`config.mk`:
```
export PLATFORM = sky130hd
export DESIGN_NAME = fetch_prefetch_unit
export DESIGN_NICKNAME = d
export VERILOG_FILES = /design/src/rtl/fetch_prefetch_unit.sv
export SDC_FILE = /design/constraint.sdc
export NUM_CORES = 1
export LEC_CHECK = 0
export CAP_MARGIN = 15
export CORE_UTILIZATION = 30
export DETAILED_ROUTE_END_ITERATION = 6
export HOLD_SLACK_MARGIN = 0.12
export SYNTH_ARGS = -nofsm -noshare
export SYNTH_HDL_FRONTEND = slang
export SYNTH_SLANG_ARGS = --single-unit
```
`constraint.sdc`:
```
create_clock -name clk -period 26.6 [get_ports clk]
set_clock_uncertainty 0.2 [all_clocks]
set_input_delay 3.99 -clock clk [delete_from_list [all_inputs] [get_ports clk]]
set_output_delay 3.99 -clock clk [all_outputs]
set_load 0.01 [all_outputs]
```
`src/rtl/fetch_prefetch_unit.sv`:
```
// fetch_prefetch_unit: fetches words into a prefetch FIFO for decode; a redirect flushes the FIFO and drops stale responses
module fetch_prefetch_unit #(
  parameter int ADDR_W = 32,
  parameter int DEPTH = 4,
  parameter logic [ADDR_W-1:0] RESET_PC = '0
) (
  input  logic              clk,
  input  logic              reset,
  output logic              imem_req_valid,
  input  logic              imem_req_ready,
  output logic [ADDR_W-1:0] imem_req_addr,
  input  logic              imem_rsp_valid,
  input  logic [31:0]       imem_rsp_data,
  output logic              id_valid,
  input  logic              id_ready,
  output logic [31:0]       id_inst,
  output logic [ADDR_W-1:0] id_pc4,
  input  logic              redirect_valid,
  input  logic [ADDR_W-1:0] redirect_pc
);
  localparam int CW = $clog2(DEPTH + 1);
  localparam int PW = $clog2(DEPTH);
  logic [ADDR_W-1:0] fetch_pc;
  logic req_q, req_n, acc, rsp, push, pop;
  logic [CW-1:0] out_q, out_n, disc_q, disc_n, cnt_q, cnt_n;
  logic [PW-1:0] rd_q, wr_q, ard_q, awr_q;
  logic [31:0] inst_mem [DEPTH];
  logic [ADDR_W-1:0] pc4_mem [DEPTH];
  logic [ADDR_W-1:0] addr_mem [DEPTH];
  assign imem_req_valid = req_q && !(redirect_valid && !imem_req_ready);
  assign imem_req_addr = fetch_pc;
  assign acc = req_q && imem_req_ready;
  assign rsp = imem_rsp_valid && out_q != '0;
  assign push = rsp && disc_q == '0 && !redirect_valid;
  assign pop = id_valid && id_ready && !redirect_valid;
  assign id_valid = cnt_q != '0;
  assign id_inst = inst_mem[rd_q];
  assign id_pc4 = pc4_mem[rd_q];
  always_comb begin
    out_n = out_q + CW'(acc) - CW'(rsp);
    cnt_n = redirect_valid ? '0 : cnt_q + CW'(push) - CW'(pop);
    disc_n = redirect_valid ? out_n : disc_q - CW'(rsp && disc_q != '0);
    req_n = ({1'b0, cnt_n} + {1'b0, out_n}) < (CW + 1)'(DEPTH);
  end
  always_ff @(posedge clk or posedge reset) begin
    if (reset) begin
      fetch_pc <= RESET_PC;
      req_q <= 1'b0;
      out_q <= '0;
      disc_q <= '0;
      cnt_q <= '0;
      rd_q <= '0;
      wr_q <= '0;
      ard_q <= '0;
      awr_q <= '0;
      inst_mem <= '{default: '0};
      pc4_mem <= '{default: '0};
      addr_mem <= '{default: '0};
    end else begin
      fetch_pc <= redirect_valid ? (redirect_pc & ~ADDR_W'(3)) : acc ? fetch_pc + ADDR_W'(4) : fetch_pc;
      req_q <= req_n;
      out_q <= out_n;
      disc_q <= disc_n;
      cnt_q <= cnt_n;
      if (acc) addr_mem[awr_q] <= fetch_pc;
      awr_q <= awr_q + PW'(acc);
      ard_q <= ard_q + PW'(rsp);
      if (push) begin
        inst_mem[wr_q] <= imem_rsp_data;
        pc4_mem[wr_q] <= addr_mem[ard_q] + ADDR_W'(4);
      end
      wr_q <= redirect_valid ? '0 : wr_q + PW'(push);
      rd_q <= redirect_valid ? '0 : rd_q + PW'(pop);
    end
  end
endmodule

```
==> metrics.txt, run 1 <==
Post-DRT Antenna Nets=0; DR WL/cell=approximately 19 microns; clock buffer depth=3; total grt overflow=0; largest net degree at the start of global routing=about 180; Clock Latency Late Sink=590 ps; critical path class=in -> out; cts hold-fix bufs=0; syn_area_per_cell=13.5 sq um; layout net count=between 1500 and 2000; max-slew violation count=0; DIE HEIGHT=about 250 microns; Crit path arrival time=approximately 5300 ps; Startpoint Class=input pin; Hold WC Path Type=reg -> reg; switching share of power=0.317; internal power=0.00165 W; Layout Cells excl Fill=around 2400; Setup crit end kind=primary output; Tmin final=9470 ps; placed cell count=between 2000 and 2500; Setup Buffers After CTS=0; DR vias/cell=about 4.8; H-tree levels=2; standard-cell rows=91; Power Density=106 nW/um^2; CTS tree=built; run status=completed; Tot GR Track Use=0.144; CP required=22410 ps; number of remaining DRC errors=0; flops & latches, synth=416; first-pass GRT wire length=71500 microns; design area=approximately 23000 sq um; Die X=251 microns; Num CTS Buffers=46; layout cell share with drive strength beyond 1=0.294; post-synth design cell area=18700 sq um; 1st-pass router iterations=4; synth unique cells=between 40 and 50; Synth Instances=1380; IO Pins=168; asr flop ratio synth=1.00; Leak=a little under 10 nW; vias in the first global route=approximately 12000; dpl hpwl=about 28000 microns; Reg clk slew, reported paths=60 ps; core footprint=61600 sq um; initial antenna violation count=1; area taken by multi-input logic gates=7820 sq um; register area share after synthesis=0.558; Flop pwr share=0.378; clock share of power=0.288; f_max=0.106 GHz; die area=63200 sq um; warning count from the yosys run=0; post-CTS sizing=0; DRT Wirelength=between 40000 and 50000 microns; Sink Count=416; part of the power in combinational logic=0.335; Starting Density=0.303; final core occ=0.370; Sum Neg Setup Slack=0 ps; Slew @ Worst Pin=~1100 ps; final hold violations=0; area delta synth->final=22.3%; top_reg_cell synth=dfrtp_1; final setup fails=0; Net Switching=approximately 0.00077 W; Port Buf Inserts=161; # fillers=roughly 5900; Initial DRC Count=673; Cell Area, Placed=between 20000 and 25000 sq um; VDD IR max=47.2 uV; Vias=11544; CTS root buf=clkbuf_16; period utilisation layout=0.356; max-cap violations=0; CP Max Fanout=3; number of synthesized flops with an enable pin=0; Antenna Cells=0; WHS=277 ps; area occupied by registers=around 10000 sq um; RePlAce Congestion=0.797; Slew headroom=0.289; setup repair after global routing missed its margin=no
## routing by layer
| metal | part of all wire | GRT usage |
|---|---|---|
| met5 | 0.00029 | 0 |
| met4 | 0.016 | 0.0359 |
| met3 | 0.043 | 0.0260 |
| met2 | 0.47 | 0.226 |
| met1 | 0.48 | 0.205 |
## flip-flops by register name, summed over array words and instances (netlist names)
register	flops
imem_req_addr	30
cnt_q	3
addr_mem	120
ard_q	2
awr_q	2
rd_q	2
disc_q	3
pc4_mem	120
inst_mem	128
req_q	1
wr_q	2
out_q	3
## metrics by stage
step / setup slack [ps] / power [W]
CTS: 17120 / 0.00246
global route: 17070 / 0.00256
detailed placement: 17140 / 0.00175
floorplan: 10830 / 0.00141
global placement: 17130 / 0.00171
finish: 17130 / 0.00242
## Yosys cell counts (12+ instances only)
| master | count | area, sq um |
|---|---|---|
| a21oi_1 | 29 | 145 |
| buf_1 | 17 | 63.8 |
| nand3_1 | 24 | 120 |
| ha_1 | 14 | 175 |
| clkbuf_1 | 59 | 221 |
| xor2_1 | 40 | 350 |
| mux2_2 | 249 | 2800 |
| nand4_1 | 17 | 106 |
| dfrtp_1 | 416 | 10400 |
| nor2_1 | 44 | 165 |
| o21ai_0 | 90 | 450 |
| xnor2_1 | 26 | 228 |
| nand2_1 | 135 | 507 |
| and3_1 | 12 | 75.1 |
| o21ai_1 | 32 | 160 |
| mux4_2 | 91 | 2050 |
| inv_1 | 17 | 63.8 |
## logic make-up after synthesis
| family | count (synthesis) | share of synthesized area |
|---|---|---|
| buffers and inverters | 111 | 0.0250 |
| xor gates and xnor gates | 66 | 0.0310 |
| other | 1 | 0.000201 |
| DFF | 416 | 0.558 |
| and+or+nand+nor | 273 | 0.0701 |
| muxes | 343 | 0.263 |
| AOI/OAI and AO/OA | 154 | 0.0416 |
| adders and majority gates | 16 | 0.0115 |
## area by class of cell
type                            instances  area share
Timing Repair Buffer                  177      0.0771
Clock buffer                           64      0.0582
Inverter                               18     0.00329
Sequential cell                       416       0.457
Tap cell                              837      0.0459
Multi-Input combinational cell        856       0.343
Clock inverter                         21      0.0158
## layout by cell type (no fill, tap or decap), types with 3 or more instances in the layout
cell / Yosys / layout
a21oi_1: 29 / 29
and3_1: 12 / 12
and4_1: 4 / 4
buf_4: 4 / 14
bufinv_16: 0 / 8
clkbuf_1: 59 / 7
clkbuf_16: 0 / 46
clkbuf_8: 0 / 11
clkdlybuf4s50_1: 0 / 160
clkinv_2: 0 / 7
clkinvlp_4: 0 / 3
conb_1: 1 / 4
dfrtp_1: 416 / 412
ha_1: 14 / 14
inv_1: 17 / 16
mux2_2: 249 / 249
mux4_2: 91 / 91
nand2_1: 135 / 134
nand3_1: 24 / 22
nand3_2: 2 / 3
nand3b_1: 3 / 3
nand4_1: 17 / 17
nor2_1: 44 / 44
nor2b_1: 5 / 5
nor3_1: 6 / 5
nor4_1: 3 / 3
o21ai_0: 90 / 90
o21ai_1: 32 / 32
or3_1: 3 / 3
xnor2_1: 26 / 26
xor2_1: 40 / 40
## power groups by stage
stage | clock, W | combinational, W | sequential, W
final | 0.000697 | 0.000811 | 0.000915
after global routing | 0.000742 | 0.000877 | 0.000941
after CTS | 0.000718 | 0.000822 | 0.000918
after detailed placement | 0 | 0.000819 | 0.000929
after global placement | 0 | 0.000799 | 0.000915
after floorplan | 0 | 0.000539 | 0.000874
## final timing paths
kind	slack, ps	start	to	cells after the start
worst max-delay path	17130	imem_req_ready	imem_req_valid	4
worst min-delay path	280	pc4_mem[54]	pc4_mem[54]	2
worst max register to register	22940	disc_q[0]	inst_mem[125]	6
worst min register to register	280	pc4_mem[54]	pc4_mem[54]	2
max in group asynchronous	20250	reset	inst_mem[75]	5
min in group asynchronous	3860	reset	pc4_mem[46]	2
## critical path: stages
cell and delay [ps]:
clkdlybuf4s50_1 510, inv_1 50, a21boi_0 170, clkdlybuf4s50_1 560
Power figures use the tool's default switching activity.
==> inputs of run 2 (changes only) <==
Clock period 26.6 ns to 9 ns, I/O delays scaled along.
==> run 2 against run 1 <==
  * Wire length shrank 1.9%
  * Total power increased to 2.9 times the previous value
  * Sequential share of layout area increased by 0.35 points
  * Largest power group unchanged
  * Highest routed layer unchanged
  * Utilization fell by 0.29 points
  * Cell count shrank 0.13%
  * Clock power grew to 2.7 times the previous value
  * Non-clock buffer count grew 1
==> metrics.txt, run 2 (synthesis results as in run 1) <==
CP Max Fanout=45 (+42); first-pass GRT wire length=69600 microns (-2.6%); H-tree levels=2 (unchanged); IO Pins=168 (unchanged); final hold violations=0 (unchanged); Sink Count=416 (unchanged); Cell Area, Placed=21100 sq um (about the same); max-slew violation count=0 (unchanged); Sum Neg Setup Slack=0 ps (unchanged); DIE HEIGHT=251 microns (unchanged); 1st-pass router iterations=4 (unchanged); standard-cell rows=91 (unchanged); CP cell instances=buf_4 > mux4_2 > clkdlybuf4s50_1; layout cell share with drive strength beyond 1=0.291 (-0.00330); Power Density=307 nW/um^2 (+190%); initial antenna violation count=1 (unchanged); Setup crit end kind=primary output; Clock Latency Late Sink=570 ps (-20 ps); Port Buf Inserts=161 (unchanged); reg2reg end=inst_mem[126]; largest net degree at the start of global routing=173 (-5.5%); Setup Buffers After CTS=0 (unchanged); most frequent cells in the layout=dfrtp_1, mux2_2, clkdlybuf4s50_1; cts hold-fix bufs=0 (unchanged); DR WL/cell=18.3 microns (-1.8%); Post-DRT Antenna Nets=0 (unchanged); CTS root buf=clkbuf_16; RePlAce Congestion=0.794 (-0.36%); critical path class=reg -> out; Tot GR Track Use=0.139 (-0.00434); Hold WC Path Type=reg -> reg; design area=22600 sq um (-0.79%); worst path buffer plus inverter count=2 (-1); Antenna Cells=0 (unchanged); CP required=7450 ps (-14960 ps); Top reg by flops=inst_mem; Startpoint Class=flop; die area=63200 sq um (unchanged); worst r2r src=disc_q[0]; Reg2Reg Depth=6 (unchanged); dpl hpwl=27600 microns (-2.3%); VDD IR max=149 uV (+220%); total grt overflow=0 (unchanged); area delta synth->final=21.3%; final setup fails=0 (unchanged); Num CTS Buffers=45 (-2.2%); setup repair after global routing missed its margin=no; DR vias/cell=4.81 (-0.39%); Leak=9.68 nW (-0.81%); Crit path arrival time=3290 ps (-1990 ps); number of remaining DRC errors=0 (unchanged); Worst setup endpoint=id_pc4[2]; DRT Wirelength=43600 microns (-1.9%); Initial DRC Count=605 (-10%); biggest regs=inst_mem (128), addr_mem (120), pc4_mem (120); largest stage delay on the critical path=800 ps (+240 ps); R2R Setup Slk=5370 ps (-17570 ps); Slew headroom=0.283 (-0.00574); Starting Density=0.303 (unchanged); CTS tree=built; Die X=251 microns (unchanged); Worst Hold Launch=pc4_mem[13]; clock buffer depth=3 (unchanged); max-cap violations=0 (unchanged); Tmin final=between 4000 and 5000 ps; number of flip-flops in the largest register=128 (unchanged); # fillers=5931 (+0.63%); Hold Path Depth=2 (unchanged); Worst path depth=3 (-1); core footprint=61600 sq um (unchanged); Reg clk slew, reported paths=60 ps (about the same); run status=completed; Slew @ Worst Pin=1080 ps (+8.61 ps); Vias=11484 (-0.52%); delay-heaviest family, CP=buffers and inverters; vias in the first global route=12169 (-1.5%); period utilisation layout=0.538; Worst path slowest cell=buf_4; Worst Setup SP=rd_q[0]; f_max=~0.21 GHz; most common cell after layout, fill and taps aside=dfrtp_1; post-CTS sizing=0 (unchanged); layout net count=1601 (unchanged)
[run 2: cell count changes in the layout (fill, tap and decap cells not counted), moves of 2 or more]
cell	previous run	this run
bufinv_16	8	3
clkbuf_1	7	10
buf_12	1	3
clkbuf_8	11	9
clkinv_8	2	0
[run 2: routing by layer]
metal / track usage / wire (microns) / up-vias
met5: 0 / 17 / -
met1: 0.196 / 20400 / 5922
met4: 0.0432 / 991 / 2
li1: - / - / 5228
met3: 0.0273 / 2250 / 67
met2: 0.216 / 19900 / 265
[run 2: how the worst min path moves through the flow]
| stage | endpoint |
|---|---|
| 6_report | pc4_mem[13] |
| 5_1_grt | pc4_mem[54] |
| 4_1_cts | pc4_mem[13] |
| 3_5_place_dp | addr_mem[75] |
| 3_3_place_gp | pc4_mem[49] |
| 2_1_floorplan | addr_mem[75] |
[run 2: stage by stage]
stage               utilization  hold slack (ps)  total power, W  std cells  setup WS [ps]
finish                    0.367              274         0.00695       2386           4160
global route              0.367              297         0.00737       2386           3940
CTS                       0.367              280         0.00707       2385           4020
detailed placement        0.343              266         0.00515       2304           4110
global placement          0.343              257         0.00506       2304           4200
floorplan                     -              245         0.00418       1383           1840
[run 2: worst reg2reg max path, cell delays in order (launching register included)]
cell and delay (ps):
dfrtp_1 380, or3_1 390, nor3_1 710, nor3b_2 290, buf_4 380, buf_4 700
mux2_2 480
[run 2: where the power goes]
part | switching (W) | leakage, nW | internal [W]
sequential | 0.000338 | 5.42 | 0.00237
combinational | 0.00112 | 3.53 | 0.00125
clock | 0.000762 | 0.740 | 0.00112
total | 0.00222 | 9.68 | 0.00474
[run 2: final cells by class]
cell class / instances / area [sq um] / share of cell area
clock inverters: 15 / 165 / 0.00730
clock buffers: 66 / 1340 / 0.0591
multi-input cells: 856 / 7820 / 0.346
repair buffers: 178 / 1770 / 0.0783
inverters: 18 / 71.3 / 0.00315
well taps: 837 / 1050 / 0.0463
flip-flops and latches: 416 / 10400 / 0.460
